--- src/rtl/instr_mem_loader.sv ---
// Instruction memory loader: takes 32-bit words over valid/ready and writes them as 4 little-endian bytes.
// Latency: first byte strobe 1 cycle after the handshake, one byte per cycle, 1 word per 5 cycles.
// Backpressure: word_ready drops while a word is being written and whenever the next word would not fit.
module instr_mem_loader #(
    parameter int ADDR_W    = 7,
    parameter int MEM_BYTES = 73,
    parameter int BASE_ADDR = 0
) (
    input  logic              clk,
    input  logic              reset,
    input  logic              start,
    input  logic              finish,
    input  logic              word_valid,
    input  logic [31:0]       word_data,
    output logic              word_ready,
    output logic              wr_en,
    output logic [ADDR_W-1:0] wr_addr,
    output logic [7:0]        wr_data,
    output logic              busy,
    output logic              done,
    output logic              full,
    output logic              overflow,
    output logic [ADDR_W-1:0] words_loaded
);

    // Pointer carries one extra bit so ptr+4 can never wrap when testing for room.
    localparam int PW = ADDR_W + 1;
    localparam logic [PW-1:0] BASE_P = PW'(BASE_ADDR);
    localparam logic [PW-1:0] MEM_P  = PW'(MEM_BYTES);
    localparam logic [PW-1:0] FOUR_P = PW'(4);

    typedef enum logic [2:0] {
        S_IDLE,
        S_LOAD,
        S_WR0,
        S_WR1,
        S_WR2,
        S_WR3,
        S_DONE
    } state_t;

    state_t            state_q, state_d;
    logic [PW-1:0]     ptr_q, ptr_d;
    logic [31:0]       word_q, word_d;
    logic              fin_q, fin_d;
    logic [ADDR_W-1:0] cnt_q, cnt_d;
    logic              ovf_q, ovf_d;

    logic              ready_q, ready_d;
    logic              wr_en_q, wr_en_d;
    logic [ADDR_W-1:0] wr_addr_q, wr_addr_d;
    logic [7:0]        wr_data_q, wr_data_d;
    logic              busy_q, busy_d;
    logic              done_q, done_d;
    logic              full_q, full_d;

    logic              hs;

    // ready_q is only ever set when the next state is LOAD with room left,
    // so a handshake here always has space for all four bytes.
    assign hs = (state_q == S_LOAD) && word_valid && ready_q;

    // Next-state logic for the session FSM and its datapath registers.
    always_comb begin
        state_d = state_q;
        ptr_d   = ptr_q;
        word_d  = word_q;
        fin_d   = fin_q;
        cnt_d   = cnt_q;
        ovf_d   = ovf_q;
        case (state_q)
            S_IDLE: begin
                // A finish arriving together with start is dropped: the session opens.
                if (start) begin
                    state_d = S_LOAD;
                    ptr_d   = BASE_P;
                    cnt_d   = '0;
                    ovf_d   = 1'b0;
                    fin_d   = 1'b0;
                end
            end
            S_LOAD: begin
                if (word_valid && full_q) begin
                    ovf_d = 1'b1;
                end
                // A word already accepted must still be written, so a finish that
                // coincides with a handshake is held until the word completes.
                if (hs) begin
                    word_d  = word_data;
                    state_d = S_WR0;
                    fin_d   = finish;
                end else if (finish) begin
                    state_d = S_DONE;
                end
            end
            S_WR0: begin
                state_d = S_WR1;
                fin_d   = fin_q | finish;
            end
            S_WR1: begin
                state_d = S_WR2;
                fin_d   = fin_q | finish;
            end
            S_WR2: begin
                state_d = S_WR3;
                fin_d   = fin_q | finish;
            end
            S_WR3: begin
                ptr_d   = ptr_q + FOUR_P;
                cnt_d   = cnt_q + ADDR_W'(1);
                fin_d   = 1'b0;
                state_d = (fin_q || finish) ? S_DONE : S_LOAD;
            end
            S_DONE: begin
                state_d = S_IDLE;
            end
            default: begin
                state_d = S_IDLE;
            end
        endcase
    end

    // Output decode from the next state so every output comes straight from a flop.
    always_comb begin
        full_d    = (ptr_d + FOUR_P) > MEM_P;
        ready_d   = (state_d == S_LOAD) && !full_d;
        busy_d    = (state_d != S_IDLE) && (state_d != S_DONE);
        done_d    = (state_d == S_DONE);
        wr_en_d   = 1'b0;
        wr_addr_d = '0;
        wr_data_d = '0;
        case (state_d)
            S_WR0: begin
                wr_en_d   = 1'b1;
                wr_addr_d = ptr_d[ADDR_W-1:0];
                wr_data_d = word_d[7:0];
            end
            S_WR1: begin
                wr_en_d   = 1'b1;
                wr_addr_d = ptr_d[ADDR_W-1:0] + ADDR_W'(1);
                wr_data_d = word_d[15:8];
            end
            S_WR2: begin
                wr_en_d   = 1'b1;
                wr_addr_d = ptr_d[ADDR_W-1:0] + ADDR_W'(2);
                wr_data_d = word_d[23:16];
            end
            S_WR3: begin
                wr_en_d   = 1'b1;
                wr_addr_d = ptr_d[ADDR_W-1:0] + ADDR_W'(3);
                wr_data_d = word_d[31:24];
            end
            default: begin
                wr_en_d = 1'b0;
            end
        endcase
    end

    // State, datapath and output registers; reset abandons any partial word at once.
    always_ff @(posedge clk or posedge reset) begin
        if (reset) begin
            state_q   <= S_IDLE;
            ptr_q     <= BASE_P;
            word_q    <= '0;
            fin_q     <= 1'b0;
            cnt_q     <= '0;
            ovf_q     <= 1'b0;
            ready_q   <= 1'b0;
            wr_en_q   <= 1'b0;
            wr_addr_q <= '0;
            wr_data_q <= '0;
            busy_q    <= 1'b0;
            done_q    <= 1'b0;
            full_q    <= 1'b0;
        end else begin
            state_q   <= state_d;
            ptr_q     <= ptr_d;
            word_q    <= word_d;
            fin_q     <= fin_d;
            cnt_q     <= cnt_d;
            ovf_q     <= ovf_d;
            ready_q   <= ready_d;
            wr_en_q   <= wr_en_d;
            wr_addr_q <= wr_addr_d;
            wr_data_q <= wr_data_d;
            busy_q    <= busy_d;
            done_q    <= done_d;
            full_q    <= full_d;
        end
    end

    assign word_ready   = ready_q;
    assign wr_en        = wr_en_q;
    assign wr_addr      = wr_addr_q;
    assign wr_data      = wr_data_q;
    assign busy         = busy_q;
    assign done         = done_q;
    assign full         = full_q;
    assign overflow     = ovf_q;
    assign words_loaded = cnt_q;

endmodule

--- config.mk ---
export PLATFORM = sky130hd
export DESIGN_NAME = instr_mem_loader
export DESIGN_NICKNAME = d
export VERILOG_FILES = /design/src/rtl/instr_mem_loader.sv
export SDC_FILE = /design/constraint.sdc
export NUM_CORES = 1
export LEC_CHECK = 0
export BUFFER_PORTS_ARGS = -buffer_cell sky130_fd_sc_hd__buf_4
export CAP_MARGIN = 20
export CORE_ASPECT_RATIO = 1.75
export CORE_UTILIZATION = 49
export DETAILED_ROUTE_END_ITERATION = 10
export GPL_TIMING_DRIVEN = 0
export PLACE_DENSITY = 0.76
export SETUP_SLACK_MARGIN = 0.05
export SLEW_MARGIN = 20
export SYNTH_ARGS = -nofsm -noshare
export SYNTH_HDL_FRONTEND = slang
export SYNTH_SLANG_ARGS = --single-unit
--- constraint.sdc ---
create_clock -name clk -period 2.5 [get_ports clk]
set_input_delay 0.375 -clock clk [delete_from_list [all_inputs] [get_ports clk]]
set_output_delay 0.375 -clock clk [all_outputs]
set_load 0.01 [all_outputs]
; Word level (Yosys, flattened, before mapping)
; Index checks and enable logic that the tools add are counted.
[word_totals]
wordCells = 72
output_inout_bits = 28
romBits = 0
latchBits = 0
memories = 0
register_bits = 72
ram_bits = 0
input_bits = 37
[op_classes]
n_eq_ne = 15
n_mul = 0
shifts = 0
muxes = 19
bitwise = 1
magnitude_cmp = 1
n_reduce_logical = 17
n_div = 0
addsub = 6
[ops]
columns = cell, n
row1 = $mux 32, 2
row2 = $pmux 8 s4, 1
row3 = $pmux 7 s4, 1
row4 = $pmux 3 s6, 1
row5 = $add 8x3->8 const B, 2
row6 = $pmux 8 s2, 1
row7 = $eq 3x3->1 const B, 5
row8 = $add 7x1->7 const B, 2
row9 = $add 7x2->7 const B, 2
row10 = $pmux 7 s2, 1
row11 = $eq 3x2->1 const B, 4
row12 = $mux 3, 4
row13 = $gt 8x7->1 const B, 1
row14 = $mux 8, 1
row15 = $mux 7, 1
row16 = $eq 3x1->1 const B, 2
row17 = $reduce_and 3->1, 2
row18 = $logic_and 1x1->1, 5
row19 = $mux 1, 4
row20 = $ne 2x2->1 const B, 2
row21 = $pmux 1 s4, 1
row22 = $reduce_bool 2->1, 2
row23 = $reduce_bool 4->1, 1
row24 = $reduce_or 4->1, 1
row25 = 10 further kinds, 10

; Longest topological paths before layout
; Gate-level depths: netlist of run 1.
[logic_depth]
depth_word = 8
depth_mapped = 11
mapped_depth_nobuf = 9

; Least setup slack after synthesis of run 1
; OpenSTA, ideal clock, no wires.
[synth_timing]
path_type = flip-flop to flip-flop
start = register state_q[1]
end = register wr_addr_q[2] (netlist: wr_addr[2])
path_buffers = 2
arrival_ns = 2.386
setup_slack_ns = -0.014
period_less_slack_ns = 2.514
stages_incl_launch_ff = 9
setup_ns = 0.127
required_ns = 2.373
path_cell_list = dfrtp_1 or4b_4 buf_6 and2_1 clkbuf_1 fa_1 xor2_1 a222oi_1 inv_1
[synth_via]
elab_cells_between_ends = 21
cone_classes = add/sub: 3 / eq/ne: 9 / mux: 6 / reduce/logical: 3
[synth_rtl]
columns = element, line_no
row1 = from (decl), 42  ; state_t state_q, state_d;
row2 = from (signal assigned), 176  ; state_q <= state_d;
row3 = $eq 3x3->1 / $logic_not 3->1 (equally long branches), 71  ; case (state_q)
row4 = $pmux 8 s2 (*), 71
row5 = named net ptr_d[1], 43  ; logic [PW-1:0] ptr_q, ptr_d;
row6 = "$add 7x2->7, or another cell as far along", 150  ; wr_addr_d = ptr_d[ADDR_W-1:0] + ADDR_W'(3);
row7 = $pmux 7 s4 (*), 132  ; case (state_d)
row8 = named net wr_addr_d[2], 51  ; logic [ADDR_W-1:0] wr_addr_q, wr_addr_d;
row9 = to (signal assigned), 184  ; wr_addr_q <= wr_addr_d;
row10 = to (decl), 51
; Mark *: on every way through the listed nets, which the timed path passes. The rest lies on a longest branch.
; A chain may end at the register's enable or synchronous reset.

; Worst setup path after layout of run 1
; Ends and elaborated chain as after synthesis.

==> impl_metrics.csv, run 1 <==
group,metric,value,unit
run_status,status,"finished clean",
clock_network,cts_root_buf,"clkbuf_8",
detailed_routing,drc_errors,0,
sta,relSlewSlack,0.617,
worst_setup_path,cp_cell_sequence,"or4b_4, buf_8, and2_4, fa_2, xor2_1, a222oi_1, inv_1",
clock_network,cts_tree,"yes",
global_route,use_met3,0.0530,
clock_network,clk_pin_slew,0.06,ns
worst_setup_path,crit_arrival,2.61,ns
logic_synthesis,synthArstFlopShare,1.00,
detailed_routing,num_vias,2717,
clock_network,h-tree-depth,3,
sta,fmax,0.419,GHz
detailed_routing,wire_per_inst,14.1,µm
global_route,grt_max_degree,47,
logic_synthesis,synth_top_area_share,0.513,
sta,finalCritPeriodShare,0.954,
global_route,grt_pass1_vias,2579,
logic_synthesis,synth_nets,382,
clock_network,cts.sinks,64,
logic_synthesis,synthCells,340,
global_route,grt_antenna_before_repair,0,
worst_setup_path,crit_path_start_kind,"flip-flop",
worst_setup_path,startpoint,"state_q[1]$_DFF_PP0_",
global_route,grt_pass1_wl,11900,µm
clock_network,cts_buffer_depth,2,
logic_synthesis,yosys.area_share.simple,0.233,
final_layout,final_util,0.642,
logic_synthesis,yosys.area.top_type,"dfrtp_1",
logic_synthesis,syn_avg_cell_area,9.19,µm²
final_layout,syn_to_final_growth,27.0,%
clock_network,cts_buffers,9,
detailed_routing,wl,7130,µm
hold_path,hp-class,"input pin to flip-flop",
sta,final.setup.worst_slack,0.114,ns
sta,setup-violations-final,0,
logic_synthesis,synth-adder-area-share,0.0224,
pwr,totalPowerFinal,4.28,mW
logic_synthesis,synth_compound_area_frac,0.147,
detailed_routing,drtPass1Iterations,6,
logic_synthesis,synth.distinct_cells,54,
logic_synthesis,yosysSeqAreaShare,0.513,
global_route,use_met1,0.250,
pwr,p_leak,2.00,nW
logic_synthesis,synth_mux_area_frac,0.0240,
floorplan,initial_core_util,0.505,
worst_setup_path,end_kind,"flip-flop",
sta,worst_pin_slew,0.575,ns
logic_synthesis,synth_edf_count,0,
logic_synthesis,synth_warnings,0,
worst_setup_path,crit_type,"flip-flop to flip-flop",
placement,portBuffers,64,
worst_setup_path,max_stage_delay,0.56,ns
pwr,vdd_ir_drop_max,640,µV
floorplan,die-area,6710,µm²
clock_network,insertion_delay,0.35,ns
logic_synthesis,ys.flop_type,"dfrtp_1",
logic_synthesis,synth_common_cells,"105 x nand2_1, 64 x dfrtp_1, 18 x o21ai_0, 16 x nor2_1",
detailed_routing,drt-initial-drc-count,82,
sta,fin_skew,0.0115,ns
detailed_routing,detail-route-antenna-nets,0,
floorplan,die_width,62.4,µm
pwr,p_per_area,1080,nW/µm²
sta,rsz0062_at_grt,"false",
placement,gp_congestion,0.805,
sta,final.min_clock_period,2.39,ns
logic_synthesis,synth_top_family_by_area,"simple AND/OR/NAND/NOR gates",
logic_synthesis,synth-xor-area-share,0.0112,
floorplan,rows,38,
global_route,met2_usage,0.424,
final_layout,final_nets,465,
final_layout,diodes,0,
job,maxCapViolCount,0,
final_layout,drive_above_1_share,0.260,
floorplan,pin_count,65,
worst_setup_path,crit_slowest_cell,"or4b_4",
worst_setup_path,worstPathRequired,2.72,ns
logic_synthesis,synth.most_common_cell,"nand2_1",
worst_setup_path,cp_max_fo,6,
logic_synthesis,synthTopCellsByArea,"dfrtp_1 51%, nand2_1 13%, o21ai_0 2.9%",
global_route,grt.total_usage,0.232,
floorplan,core_area,6180,µm²
sta,drv_slew,0,
sta,finalHoldViolations,0,
floorplan,fp.dieH,108,µm
detailed_routing,viasPerCell,5.36,
hold_path,min_from,"word_data[16]",
worst_setup_path,reg2reg_from,"state_q[1]$_DFF_PP0_",
logic_synthesis,syn_area,3120,µm²
placement,hpwl,5240,µm
placement,dp_slack,-0.144,ns
logic_synthesis,synth-seq-cells,64,
global_route,top_usage_layer,"met2",
global_route,gr-total-overflow,0,
[routing by layer]
| layer | share of wire | up-vias | wire length [µm] |
|---|---|---|---|
| li1 | - | 1345 | - |
| met1 | 0.38 | 1281 | 2700 |
| met2 | 0.55 | 80 | 3950 |
| met3 | 0.045 | 11 | 320 |
| met4 | 0.022 | 0 | 160 |
| met5 | 0 | - | 0 |
[sequential cells by signal, summed over array words and instances, names as in the netlist, 3 cells and up]
register / flops
wr_data: 8
wr_addr: 7
ptr_q: 8
words_loaded: 7
word_q: 24
state_q: 3
[report_power, final]
part | total [mW] | internal (mW) | switching [mW]
Combinational | 1.92 | 0.817 | 1.10
Sequential | 1.65 | 1.43 | 0.217
Clock | 0.713 | 0.354 | 0.359
Total | 4.28 | 2.60 | 1.68
[logic make-up after synthesis]
logic type                 after synthesis
buffers and inverters                   30
adders and majority gates                5
and+or+nand+nor                        164
AOI/OAI and AO/OA                       66
DFF                                     64
muxes                                    7
xor gates and xnor gates                 4
[cells in the final DEF (no fill, tap or decap), types with 6 or more instances in the layout]
cell / Yosys / layout
mux2i_1: 6 / 6
nand4_1: 7 / 7
inv_1: 8 / 7
clkbuf_8: 0 / 9
nand2_1: 105 / 105
clkbuf_1: 10 / 12
buf_4: 0 / 73
o211ai_1: 7 / 7
a21oi_1: 13 / 13
o21ai_0: 18 / 18
dfrtp_1: 64 / 63
nand3_1: 13 / 13
nor2_1: 16 / 16
[critical path, delay by kind of cell (launching register included)]
family / cells / cell delay [ns]
fa+ha+maj: 1 / 0.40
simple gates: 2 / 0.73
xor+xnor: 1 / 0.15
compound gates: 1 / 0.34
buf+inv: 2 / 0.22
flops: 1 / 0.42
[worst paths after layout]
path / end / slack [ns] / cells after the start
min reg2reg: word_q[20]$_DFF_PP0_ / 0.47 / 2
min: word_q[16]$_DFF_PP0_ / 0.22 / 3
max reg2reg: wr_addr[2]$_DFF_PP0_ / 0.11 / 7
max: wr_addr[2]$_DFF_PP0_ / 0.11 / 7
min in group asynchronous: words_loaded[6]$_DFFE_PP0P_ / 0.53 / 3
max in group asynchronous: state_q[1]$_DFF_PP0_ / 1.46 / 4
[what timing repair did]
action / CTS / global route
pin swaps: 2 / 4
setup buffers: 1 / 7
gates cloned: 0 / 0
setup endpoints to repair: 4 / 13
hold endpoints to repair: 18 / 0
gates resized for setup: 2 / 10
hold buffers: 1 / 0
[stage by stage]
stage | hold slack (ns) | cells | area (µm²) | setup TNS [ns]
2_1_floorplan | 0.441 | 340 | 3130 | 0
3_3_place_gp | 0.454 | 484 | 3710 | -14.86
3_5_place_dp | 0.340 | 485 | 3740 | -0.177
4_1_cts | 0.200 | 500 | 3900 | 0
5_1_grt | 0.217 | 507 | 3970 | 0
6_report | 0.217 | 507 | 3970 | 0
[layout make-up]
class / instances / area, µm²
plain buffers: 18 / 116
clock buffers: 14 / 143
clock inverters: 1 / 5.00
fillers: 530 / 2210
inverters: 10 / 40.0
multi-input cells: 246 / 1380
flip-flops and latches: 64 / 1600
well taps: 80 / 100
repair buffers: 74 / 578
No activity file was read; power rests on OpenSTA's default activity.
==> inputs of run 2 (changes only) <==
CORE_MARGIN = 10   (was not set)
==> run 2 against run 1 <==
Critical endpoint unchanged. Largest cell class unchanged. Combinational power barely moved. Final area increased by 0.60%. Setup slack lost 0.0070 ns. Sequential power barely moved. Register-to-register slack about the same. Critical path type unchanged.
==> impl_metrics.csv, run 2 (synthesized netlist as in run 1, its figures left out) <==
group,metric,value,unit
run_status,status,"finished clean",
floorplan,fp.dieH,126,µm
placement,portBuffers,64,
global_route,grt_pass1_vias,2926,
detailed_routing,detail-route-antenna-nets,0,
sta,finalCritPeriodShare,0.957,
final_layout,final_nets,465,
pwr,vdd_ir_drop_max,653,µV
detailed_routing,drt-initial-drc-count,143,
final_layout,fin_cells,506,
worst_setup_path,r2r_setup_slack,0.11,ns
final_layout,final_area,3990,µm²
clock_network,cts.sinks,64,
worst_setup_path,crit_arrival,2.61,ns
placement,gp_congestion,0.874,
worst_setup_path,r2r_cells,7,
floorplan,initial_core_util,0.505,
final_layout,final_cell_mix,"105 x nand2_1, 73 x buf_4, 64 x dfrtp_1",
floorplan,die-area,10100,µm²
detailed_routing,wl,8060,µm
sta,final.min_clock_period,2.39,ns
placement,placed_cells,485,
worst_setup_path,cp_max_fo,7,
clock_network,cts_root_buf,"clkbuf_8",
worst_setup_path,reg2reg_from,"state_q[2]$_DFF_PP0_",
detailed_routing,wire_per_inst,15.9,µm
job,maxCapViolCount,0,
clock_network,insertion_delay,0.35,ns
worst_setup_path,end_kind,"flip-flop",
final_layout,largest_register,"word_q",
sta,fin_skew,0.00699,ns
sta,tns,0,ns
floorplan,rows,38,
detailed_routing,drtPass1Iterations,4,
clock_network,h-tree-depth,3,
sta,relSlewSlack,0.619,
global_route,grt_antenna_before_repair,0,
worst_setup_path,crit_type,"flip-flop to flip-flop",
worst_setup_path,reg2reg_to,"wr_addr[2]$_DFF_PP0_",
placement,dp_slack,-0.163,ns
global_route,gr-total-overflow,0,
placement,placed_cell_area,3740,µm²
placement,hpwl,6020,µm
floorplan,core_area,6180,µm²
sta,rsz0062_at_grt,"true",
sta,fmax,0.418,GHz
final_layout,fill_cells,548,
worst_setup_path,startpoint,"state_q[2]$_DFF_PP0_",
hold_path,hp-class,"input pin to flip-flop",
worst_setup_path,endpoint,"wr_addr[2]$_DFF_PP0_",
final_layout,drive_above_1_share,0.263,
floorplan,pin_count,65,
worst_setup_path,crit_path_start_kind,"flip-flop",
detailed_routing,num_vias,2731,
pwr,p_per_area,1100,nW/µm²
floorplan,die_width,80.4,µm
clock_network,clk_pin_slew,0.07,ns
global_route,grt.total_usage,0.170,
sta,final.setup.worst_slack,0.107,ns
sta,holdWs,0.216,ns
final_layout,diodes,0,
final_layout,syn_to_final_growth,27.8,%
sta,finalHoldViolations,0,
detailed_routing,drc_errors,0,
pwr,p_leak,2.02,nW
detailed_routing,viasPerCell,5.40,
sta,worst_pin_slew,0.571,ns
clock_network,cts_buffers,9,
global_route,grt_max_degree,53,
clock_network,cts_buffer_depth,2,
global_route,grt_pass1_wl,13700,µm
final_layout,mostFrequentLayoutCell,"nand2_1",
sta,setup-violations-final,0,
worst_setup_path,worstPathRequired,2.72,ns
final_layout,final_util,0.646,
pwr,totalPowerFinal,4.39,mW
final_layout,largest_register_ffs,24,
clock_network,cts_tree,"yes",
sta,drv_slew,0,
## run 2: changes by cell type in the layout (fill, tap and decap cells not counted), sizes merged
cell	change
buf	+1
clkbuf	-1
clkinv	-1
## run 2: power breakdown
group	total, mW	switching (mW)	internal, mW
clock	0.796	0.365	0.431
sequential	1.65	0.219	1.43
combinational	1.95	1.14	0.812
total	4.39	1.72	2.67
## run 2: worst min path at each step
| stage | startpoint | endpoint | cells past startpoint |
|---|---|---|---|
| floorplan | word_q[24]$_DFF_PP0_ | word_q[24]$_DFF_PP0_ | 2 |
| global placement | word_q[25]$_DFF_PP0_ | word_q[25]$_DFF_PP0_ | 2 |
| detailed placement | reset | busy$_DFF_PP0_ | 2 |
| CTS | word_data[12] | word_q[12]$_DFF_PP0_ | 3 |
| global route | word_data[16] | word_q[16]$_DFF_PP0_ | 3 |
| finish | word_data[13] | word_q[13]$_DFF_PP0_ | 3 |
## run 2: worst max-delay path, cell delays in order (launching register included)
cell and delay (ns):
dfrtp_1 0.40, or4b_4 0.56, buf_8 0.15, and2_4 0.17
fa_2 0.39, xor2_1 0.17, a222oi_1 0.34, inv_1 0.07
## run 2: layout make-up
class	count	area (µm²)	area share
Timing Repair Buffer	74	578	0.145
Multi-Input combinational cell	246	1380	0.346
Inverter	10	40.0	0.0100
Tap cell	80	100	0.0251
Buffer	18	116	0.0292
Clock buffer	14	173	0.0433
Sequential cell	64	1600	0.401
## run 2: repair_timing
item                                   4_1_cts  5_1_grt
resized for setup                            2        9
endpoints found under the hold margin       12        0
setup endpoints to repair                    4       20
setup buffers                                2        6
pin swaps                                    2        3
hold buffers                                 1        0
## run 2: routing by layer
layer	part of all wire	vias to the layer above	global-route usage	wire [µm]
met5	0	-	0	0
met2	0.57	67	0.305	4590
li1	-	1338	-	-
met1	0.36	1314	0.169	2880
met4	0.017	0	0.0740	138
met3	0.057	12	0.0577	458
==> inputs of run 3 (changes only) <==
SETUP_SLACK_MARGIN = 0.3   (was 0.05)
==> run 3 against run 2 <==
Setup slack better by 0.017 ns. Sequential cell count unchanged. Critical path depth is 1 higher. Global-route usage down 0.32 points. Combinational power about the same. Via count up 1.0%. Final area rose by 2.1%. Non-clock buffer count increased by 2. Register-to-register slack better by 0.02 ns. Count of clock-buffer cells in the layout shrank 1. First-iteration DRC count up 36%. Routed wire length up 1.3%. Largest cell class unchanged.
==> impl_metrics.csv, run 3 (synthesized netlist as in run 1, its figures left out) <==
group,metric,value,unit
floorplan,pin_count,65,
clock_network,cts_buffer_depth,2,
global_route,grt.total_usage,0.167,
final_layout,syn_to_final_growth,30.4,%
detailed_routing,viasPerCell,5.41,
detailed_routing,drc_errors,0,
sta,tns,0,ns
final_layout,diodes,0,
hold_path,hp-class,"input pin to flip-flop",
sta,finalCritPeriodShare,0.950,
sta,setup-violations-final,0,
clock_network,cts.sinks,64,
floorplan,die_width,80.4,µm
worst_setup_path,cp_cell_sequence,"or4b_4, buf_8, and2_4, buf_8, fa_2, xor2_1, a222oi_1, inv_1",
sta,rsz0062_at_grt,"true",
placement,placed_cell_area,3750,µm²
global_route,grt_pass1_wl,13400,µm
final_layout,mostFrequentLayoutCell,"nand2_1",
final_layout,final_nets,467,
sta,final.setup.worst_slack,0.125,ns
detailed_routing,detail-route-antenna-nets,0,
floorplan,initial_core_util,0.505,
clock_network,h-tree-depth,3,
global_route,grt_pass1_vias,2852,
clock_network,cts_root_buf,"clkbuf_8",
placement,portBuffers,64,
worst_setup_path,crit_path_start_kind,"flip-flop",
placement,gp_congestion,0.830,
detailed_routing,num_vias,2759,
clock_network,cts_buffers,9,
detailed_routing,wl,8170,µm
pwr,vdd_ir_drop_max,658,µV
global_route,grt_max_degree,53,
worst_setup_path,crit_slowest_cell,"or4b_4",
sta,fin_skew,0.00631,ns
placement,hpwl,5990,µm
final_layout,drive_above_1_share,0.295,
worst_setup_path,max_stage_delay,0.55,ns
job,maxCapViolCount,0,
pwr,p_leak,2.07,nW
final_layout,final_area,4070,µm²
sta,relSlewSlack,0.594,
sta,holdWs,0.209,ns
worst_setup_path,crit_type,"flip-flop to flip-flop",
sta,fmax,0.421,GHz
final_layout,fill_cells,529,
floorplan,fp.dieH,126,µm
worst_setup_path,worstPathRequired,2.73,ns
sta,drv_slew,0,
pwr,p_per_area,1090,nW/µm²
sta,finalHoldViolations,0,
floorplan,core_area,6180,µm²
pwr,totalPowerFinal,4.46,mW
detailed_routing,drtPass1Iterations,7,
clock_network,cts_tree,"yes",
clock_network,clk_pin_slew,0.07,ns
worst_setup_path,cpMostUsedCell,"buf_8",
final_layout,final_cell_mix,"104 x nand2_1, 71 x buf_4, 64 x dfrtp_1",
detailed_routing,drt-initial-drc-count,195,
detailed_routing,wire_per_inst,16.0,µm
final_layout,largest_register,"word_q",
worst_setup_path,cp_max_fo,3,
sta,final.min_clock_period,2.38,ns
final_layout,fin_cells,510,
final_layout,final_util,0.659,
global_route,grt_antenna_before_repair,0,
placement,placed_cells,485,
run_status,status,"finished clean",
final_layout,largest_register_ffs,24,
placement,dp_slack,-0.0341,ns
sta,worst_pin_slew,0.609,ns
worst_setup_path,crit_arrival,2.60,ns
worst_setup_path,end_kind,"flip-flop",
floorplan,rows,38,
clock_network,insertion_delay,0.35,ns
floorplan,die-area,10100,µm²
global_route,gr-total-overflow,0,
[run 3: cell type report]
cell class,count,area [µm²],area share
Sequential cell,64,1600,0.393
Multi-Input combinational cell,246,1420,0.349
Timing Repair Buffer,74,586,0.144
Clock buffer,13,169,0.0415
Buffer,20,143,0.0350
Tap cell,80,100,0.0246
Inverter,10,40.0,0.00983
Clock inverter,3,15.0,0.00369
[run 3: repair_timing]
action,in CTS,in global routing
resized for setup,7,20
setup endpoints to repair,17,33
pin swaps,4,9
hold buffers,1,0
hold endpoints to repair,12,0
buffers inserted,6,2
[run 3: critical path: cells and delay by family (launching register included)]
kind | cells | cell delay (ns)
adders and majority gates | 1 | 0.40
and+or+nand+nor | 2 | 0.68
buffers and inverters | 3 | 0.33
xor gates and xnor gates | 1 | 0.15
AOI/OAI and AO/OA | 1 | 0.30
DFF | 1 | 0.39
[run 3: path summary, 6_finish.rpt]
check | end | from | slack, ns | cells after the start
max reg2reg | wr_addr[2]$_DFF_PP0_ | state_q[0]$_DFF_PP0_ | 0.12 | 8
max in group asynchronous | word_q[11]$_DFF_PP0_ | reset | 1.49 | 4
min reg2reg | word_q[14]$_DFF_PP0_ | word_q[14]$_DFF_PP0_ | 0.47 | 2
min in group asynchronous | wr_en$_DFF_PP0_ | reset | 0.50 | 3
max | wr_addr[2]$_DFF_PP0_ | state_q[0]$_DFF_PP0_ | 0.12 | 8
min | word_q[14]$_DFF_PP0_ | word_data[14] | 0.21 | 3
[run 3: routing by layer]
layer / global-route usage / vias up / part of all wire / routed length, µm
met1: 0.169 / 1319 / 0.38 / 3070
met3: 0.0527 / 19 / 0.045 / 370
li1: - / 1343 / - / -
met5: 0 / - / 0 / 0
met4: 0.0875 / 0 / 0.036 / 291
met2: 0.292 / 78 / 0.54 / 4440
[run 3: where the power goes]
part | internal (mW) | switching, mW | total, mW
Clock | 0.436 | 0.389 | 0.825
Sequential | 1.43 | 0.219 | 1.65
Combinational | 0.834 | 1.15 | 1.98
Total | 2.70 | 1.76 | 4.46
